===== config.mk =====
export PLATFORM = sky130hd
export DESIGN_NAME = mod_dec_shifter_flat
export DESIGN_NICKNAME = d
export VERILOG_FILES = /design/src/rtl/mod_dec_shifter_pkg.sv /design/src/rtl/mod_dec_shifter_if.sv /design/src/rtl/mod_dec_invshift_comb.sv /design/src/rtl/mod_dec_shifter.sv /design/src/flat_wrapper.sv
export SDC_FILE = /design/constraint.sdc
export NUM_CORES = 1
export LEC_CHECK = 0
export BUFFER_PORTS_ARGS = -buffer_cell sky130_fd_sc_hd__buf_2
export CORE_MARGIN = 2
export CORE_UTILIZATION = 40
export DETAILED_ROUTE_END_ITERATION = 12
export MAX_ROUTING_LAYER = met4
export PLACE_DENSITY = 0.68
export SYNTH_ARGS = -nofsm -noshare
export SYNTH_HDL_FRONTEND = slang
export SYNTH_HIERARCHICAL = 1
export SYNTH_SLANG_ARGS = --single-unit

===== constraint.sdc =====
create_clock -name clk -period 2.2 [get_ports clk]
set_clock_uncertainty 0.2 [all_clocks]
set_input_delay 0.33 -clock clk [delete_from_list [all_inputs] [get_ports clk]]
set_output_delay 0.33 -clock clk [all_outputs]
set_load 0.05 [all_outputs]

===== src/rtl/mod_dec_shifter_pkg.sv =====
// Shared AES datapath types: the 16-byte state and the elastic-buffer FSM encoding.
`default_nettype none

package aes_pkg;

  localparam int N = 16;

  typedef logic [N-1:0][7:0] state_t;

  typedef enum logic [1:0] {
    EMPTY = 2'd0,
    ONE   = 2'd1,
    TWO   = 2'd2
  } buf_state_e;

endpackage

`default_nettype wire


===== src/rtl/mod_dec_shifter_if.sv =====
// Valid/ready stream bundle for the InvShiftRows stage, input and output sides.
`default_nettype none

interface mod_dec_shifter_if;
  import aes_pkg::*;

  logic   in_valid;
  logic   in_ready;
  state_t in;
  logic   in_last;
  logic   out_valid;
  logic   out_ready;
  state_t out;
  logic   out_last;

  modport slave (
    input  in_valid, in, in_last, out_ready,
    output in_ready, out_valid, out, out_last
  );

  modport master (
    output in_valid, in, in_last, out_ready,
    input  in_ready, out_valid, out, out_last
  );

endinterface

`default_nettype wire


===== src/rtl/mod_dec_invshift_comb.sv =====
// Pure combinational AES InvShiftRows: row r of the state rotates right by r bytes.
`default_nettype none

module mod_dec_invshift_comb
  import aes_pkg::*;
(
  input  state_t state_i,
  output state_t state_o
);

  for (genvar r = 0; r < 4; r++) begin : g_row
    for (genvar c = 0; c < 4; c++) begin : g_col
      assign state_o[4*r + c] = state_i[4*r + ((c - r + 4) % 4)];
    end
  end

endmodule

`default_nettype wire


===== src/rtl/mod_dec_shifter.sv =====
// InvShiftRows pipeline stage: permutes on entry, then a 2-entry skid buffer
// so in_ready is a function of occupancy only.
`default_nettype none

module mod_dec_shifter
  import aes_pkg::*;
(
  input  logic               clk,
  input  logic               rst_n,
  mod_dec_shifter_if.slave   bus
);

  buf_state_e state_q, state_d;
  state_t     out_q, out_d;
  state_t     skid_q, skid_d;
  logic       out_last_q, out_last_d;
  logic       skid_last_q, skid_last_d;

  state_t     perm;
  logic       in_ready;
  logic       out_valid;
  logic       in_xfer;
  logic       out_xfer;

  mod_dec_invshift_comb u_invshift (
    .state_i (bus.in),
    .state_o (perm)
  );

  // rst_n gating keeps in_ready low during reset and high right after release.
  assign in_ready  = rst_n & (state_q != TWO);
  assign out_valid = (state_q != EMPTY);
  assign in_xfer   = bus.in_valid & in_ready;
  assign out_xfer  = out_valid & bus.out_ready;

  assign bus.in_ready  = in_ready;
  assign bus.out_valid = out_valid;
  assign bus.out       = out_q;
  assign bus.out_last  = out_last_q;

  always_comb begin
    state_d     = state_q;
    out_d       = out_q;
    out_last_d  = out_last_q;
    skid_d      = skid_q;
    skid_last_d = skid_last_q;
    case (state_q)
      EMPTY: begin
        if (in_xfer) begin
          out_d      = perm;
          out_last_d = bus.in_last;
          state_d    = ONE;
        end
      end
      ONE: begin
        if (in_xfer && out_xfer) begin
          out_d      = perm;
          out_last_d = bus.in_last;
        end else if (in_xfer) begin
          skid_d      = perm;
          skid_last_d = bus.in_last;
          state_d     = TWO;
        end else if (out_xfer) begin
          state_d = EMPTY;
        end
      end
      TWO: begin
        if (out_xfer) begin
          out_d      = skid_q;
          out_last_d = skid_last_q;
          state_d    = ONE;
        end
      end
      default: state_d = EMPTY;
    endcase
  end

  always_ff @(posedge clk or negedge rst_n) begin
    if (!rst_n) begin
      state_q     <= EMPTY;
      out_q       <= '0;
      out_last_q  <= 1'b0;
      skid_q      <= '0;
      skid_last_q <= 1'b0;
    end else begin
      state_q     <= state_d;
      out_q       <= out_d;
      out_last_q  <= out_last_d;
      skid_q      <= skid_d;
      skid_last_q <= skid_last_d;
    end
  end

endmodule

`default_nettype wire


===== src/flat_wrapper.sv =====
// flat-port wrapper written by rule: the top's interface ports become plain ports
module mod_dec_shifter_flat import aes_pkg::*;
  (clk, rst_n, bus_in_valid, bus_in, bus_in_last, bus_out_ready, bus_in_ready, bus_out_valid, bus_out, bus_out_last);
  mod_dec_shifter_if bus_i ();
  input  logic clk;
  input  logic rst_n;
  input wire logic [$bits(bus_i.in_valid)-1:0] bus_in_valid;
  input wire logic [$bits(bus_i.in)-1:0] bus_in;
  input wire logic [$bits(bus_i.in_last)-1:0] bus_in_last;
  input wire logic [$bits(bus_i.out_ready)-1:0] bus_out_ready;
  output wire logic [$bits(bus_i.in_ready)-1:0] bus_in_ready;
  output wire logic [$bits(bus_i.out_valid)-1:0] bus_out_valid;
  output wire logic [$bits(bus_i.out)-1:0] bus_out;
  output wire logic [$bits(bus_i.out_last)-1:0] bus_out_last;
  assign bus_i.in_valid = bus_in_valid;
  assign bus_i.in = bus_in;
  assign bus_i.in_last = bus_in_last;
  assign bus_i.out_ready = bus_out_ready;
  assign bus_in_ready = bus_i.in_ready;
  assign bus_out_valid = bus_i.out_valid;
  assign bus_out = bus_i.out;
  assign bus_out_last = bus_i.out_last;
  mod_dec_shifter u_core (.clk(clk), .rst_n(rst_n), .bus(bus_i));
endmodule

==> results.json <==
{
  "status": "finished, final reports clean",
  "nets": 1242,
  "grt.total_usage": 0.1840,
  "holdPathEnd": "u_core/state_q[0]",
  "yosysUniqueCellTypes": 24,
  "slew_headroom": 0.4541,
  "clockBufferDepth": 3,
  "r2r_slack_ns": 0.21,
  "clkLatencyLatePin_ns": 0.54,
  "grt_overflow_total": 0,
  "synthCells": 860,
  "finalHoldViolCount": 0,
  "end_kind": "output port",
  "synth_most_common_cell": "dfrtp_1",
  "layout.cells.non_filler": 1521,
  "dieWidth_um": 177.6,
  "drv_slew": 0,
  "cp_slowest_cell": "dlygate4sd3_1",
  "die-area_sq_um": 31550,
  "rows": 63,
  "power_switching_uw": 6435,
  "layout-drive-gt1-share": 0.4124,
  "die-height_um": 177.6,
  "min_path_cells": 4,
  "cp_top_family": "buffers and inverters",
  "combPwrFrac": 0.337,
  "r2r_cells": 4,
  "cell_internal_pwr_uw": 11740,
  "htree_levels": 1,
  "timing.critical_path.cells": "dlygate4sd3_1 -> buf_8 -> and2_1 -> buf_2",
  "drc": 0,
  "antenna_found_initial": 1,
  "syn_area_sq_um": 12060,
  "critical_path_class": "input pin to output port",
  "start_util": 0.4069,
  "tritoncts": "built",
  "cts-root-buf": "clkbuf_16",
  "min-delay-start": "bus_in_valid",
  "finalCritPeriodShare": 0.9535,
  "final_area_sq_um": 15180,
  "dr.pass1.iters": 5,
  "arrival_ns": 1.57,
  "rsz0062_at_grt": "no",
  "synth_warnings": 6,
  "placed_area_sq_um": 12900,
  "period_minus_slack_ns": 2.098,
  "ys_ff_latch": 260,
  "cp-start-kind": "input pin",
  "first_iter_violations": 417,
  "crit_start": "rst_n",
  "core_sq_um": 29640,
  "reg2reg_to": "u_core/bus.out[9]",
  "required_ns": 1.67,
  "io_pins": 264,
  "cts.sinks": 260,
  "finalSetupViolations": 0,
  "vias": 8058,
  "async_flop_share": 1.000,
  "yosysTopAreaCell": "dfrtp_1",
  "ys_seq_area_frac": 0.5395,
  "grt_pass1_vias": 8619,
  "routed_wl_um": 28920,
  "slowest_delay_ns": 0.65,
  "yosysTopAreaCellShare": 0.5395,
  "avgRoutedWirePerCell_um": 19.01,
  "synthTopCellsByCount": "dfrtp_1 (260), o21a_1 (129), o32a_1 (129)",
  "setup_tns_ns": 0,
  "path_buf_inv": 3,
  "syn_area_per_cell_sq_um": 14.02,
  "p_leak_uw": 0.006818,
  "switching_share": 0.3541,
  "pwr-share-seq": 0.400,
  "io_buffers": 263,
  "synthFlopType": "dfrtp_1",
  "via_per_inst": 5.298,
  "cp_max_fo": 6,
  "peakVddDrop_v": 0.0008445,
  "power_density_nw_per_um2": 1197,
  "place_congestion": 0.7772,
  "clock.fmax_mhz": 476.7,
  "maxCapViolCount": 0,
  "dp.cells": 1337,
  "synthToLayoutAreaGrowth_pct": 25.87,
  "pwr-share-clk": 0.263,
  "clk_pin_slew_ns": 0.05,
  "synth_edf_count": 0,
  "cts_buffers": 29,
  "holdWs_ns": 0.08426,
  "max_slew.worst_pin.slew_ns": 0.8189,
  "nFillCells": 2509,
  "finalCoreUtilization": 0.5121,
  "place_hpwl_um": 16730,
  "hold_class": "input pin to flip-flop",
  "r2r_start": "u_core/state_q[1]",
  "synth_area_leaders": "dfrtp_1 (54%), mux2_4 (12%), o32a_1 (11%), o21a_1 (8.0%), buf_4 (8.0%)",
  "detail-route-antenna-nets": 0,
  "grt_max_degree": 127,
  "grt_pass1_wl_um": 45640,
  "synth_nets": 993
}
## worst min-delay path, stage by stage
cell	delay, ns
buf_2	0.13
nand2_1	0.08
mux2i_1	0.07
o22ai_1	0.14
## power groups by stage
stage                     combinational, uW  sequential (uW)  clock, uW
final                                  6130             7260       4790
after global routing                   6430             7450       5140
after CTS                              6150             7230       4920
after detailed placement               5940             7280          0
after global placement                 5840             7210          0
after floorplan                        2460             9400          0
## metrics by stage
step	total power (uW)	setup slack, ns
after floorplan	11850	0.5375
after global placement	13050	0.2049
after detailed placement	13220	0.2244
after CTS	18300	0.07627
after global routing	19020	0.04314
final	18170	0.1023
## cell type report
class	instances	area, sq um	share of cell area
Tap cell	390	488.0	0.03215
Antenna cell	1	2.502	0.0001649
Sequential cell	260	6506	0.4287
Timing Repair Buffer	417	3002	0.1978
Multi-Input combinational cell	401	4219	0.2780
Clock inverter	6	61.31	0.004039
Clock buffer	46	899.6	0.05927
## placed cells by master (no fill, tap or decap)
cell	count
buf_6	1
or2_2	1
nand2b_1	1
nand2_8	1
o22ai_1	1
o21a_1	129
nand2_1	1
clkinv_4	1
nand3b_1	1
clkbuf_8	11
clkinv_2	3
mux2i_1	1
diode_2	1
buf_4	7
and2_1	1
clkinvlp_4	1
and3b_1	1
nor2b_4	1
dlygate4sd3_1	131
buf_8	1
mux2_2	30
bufinv_16	1
nand3b_4	1
o21ai_4	1
o32a_1	129
mux2_4	99
clkbuf_1	6
o21ai_0	1
clkbuf_16	29
dfrtp_1	260
buf_2	262
a21oi_1	1
buf_12	15
## layer usage
metal / GRT usage / wire length [um]
met1: 0.2399 / 12820
met2: 0.2949 / 13650
met3: 0.03535 / 1772
met4: 0.04884 / 675
met5: - / 0
## flip-flops by register name (all words and copies together), names as in the netlist
register	count
u_core/bus.out	128
u_core/bus.out_last	1
u_core/skid_last_q	1
u_core/skid_q	128
u_core/state_q	2
## cell families after synthesis
logic type	after synthesis	share of synthesized area
AO/OA/AOI/OAI	262	0.1891
flip-flops	260	0.5395
buffers and inverters	199	0.1133
multiplexers	130	0.1521
AND/OR/NAND/NOR	9	0.005916
## worst max-delay path by stage
| stage | end | slack, ns | depth (start not counted) |
|---|---|---|---|
| after floorplan | u_core/skid_q[100] | 0.54 | 6 |
| after global placement | u_core/state_q[0] | 0.20 | 5 |
| after detailed placement | u_core/bus.out[8] | 0.22 | 4 |
| after CTS | u_core/state_q[0] | 0.08 | 6 |
| after global routing | u_core/bus.out[31] | 0.04 | 6 |
| final | bus_in_ready | 0.10 | 4 |
## what timing repair did
action,4_1_cts,5_1_grt
endpoints found under the setup margin,0,1
hold buffers,131,0
hold endpoints to repair,519,0
buffers inserted,0,0
resized for setup,0,1
No activity file was read; power rests on OpenSTA's default activity.
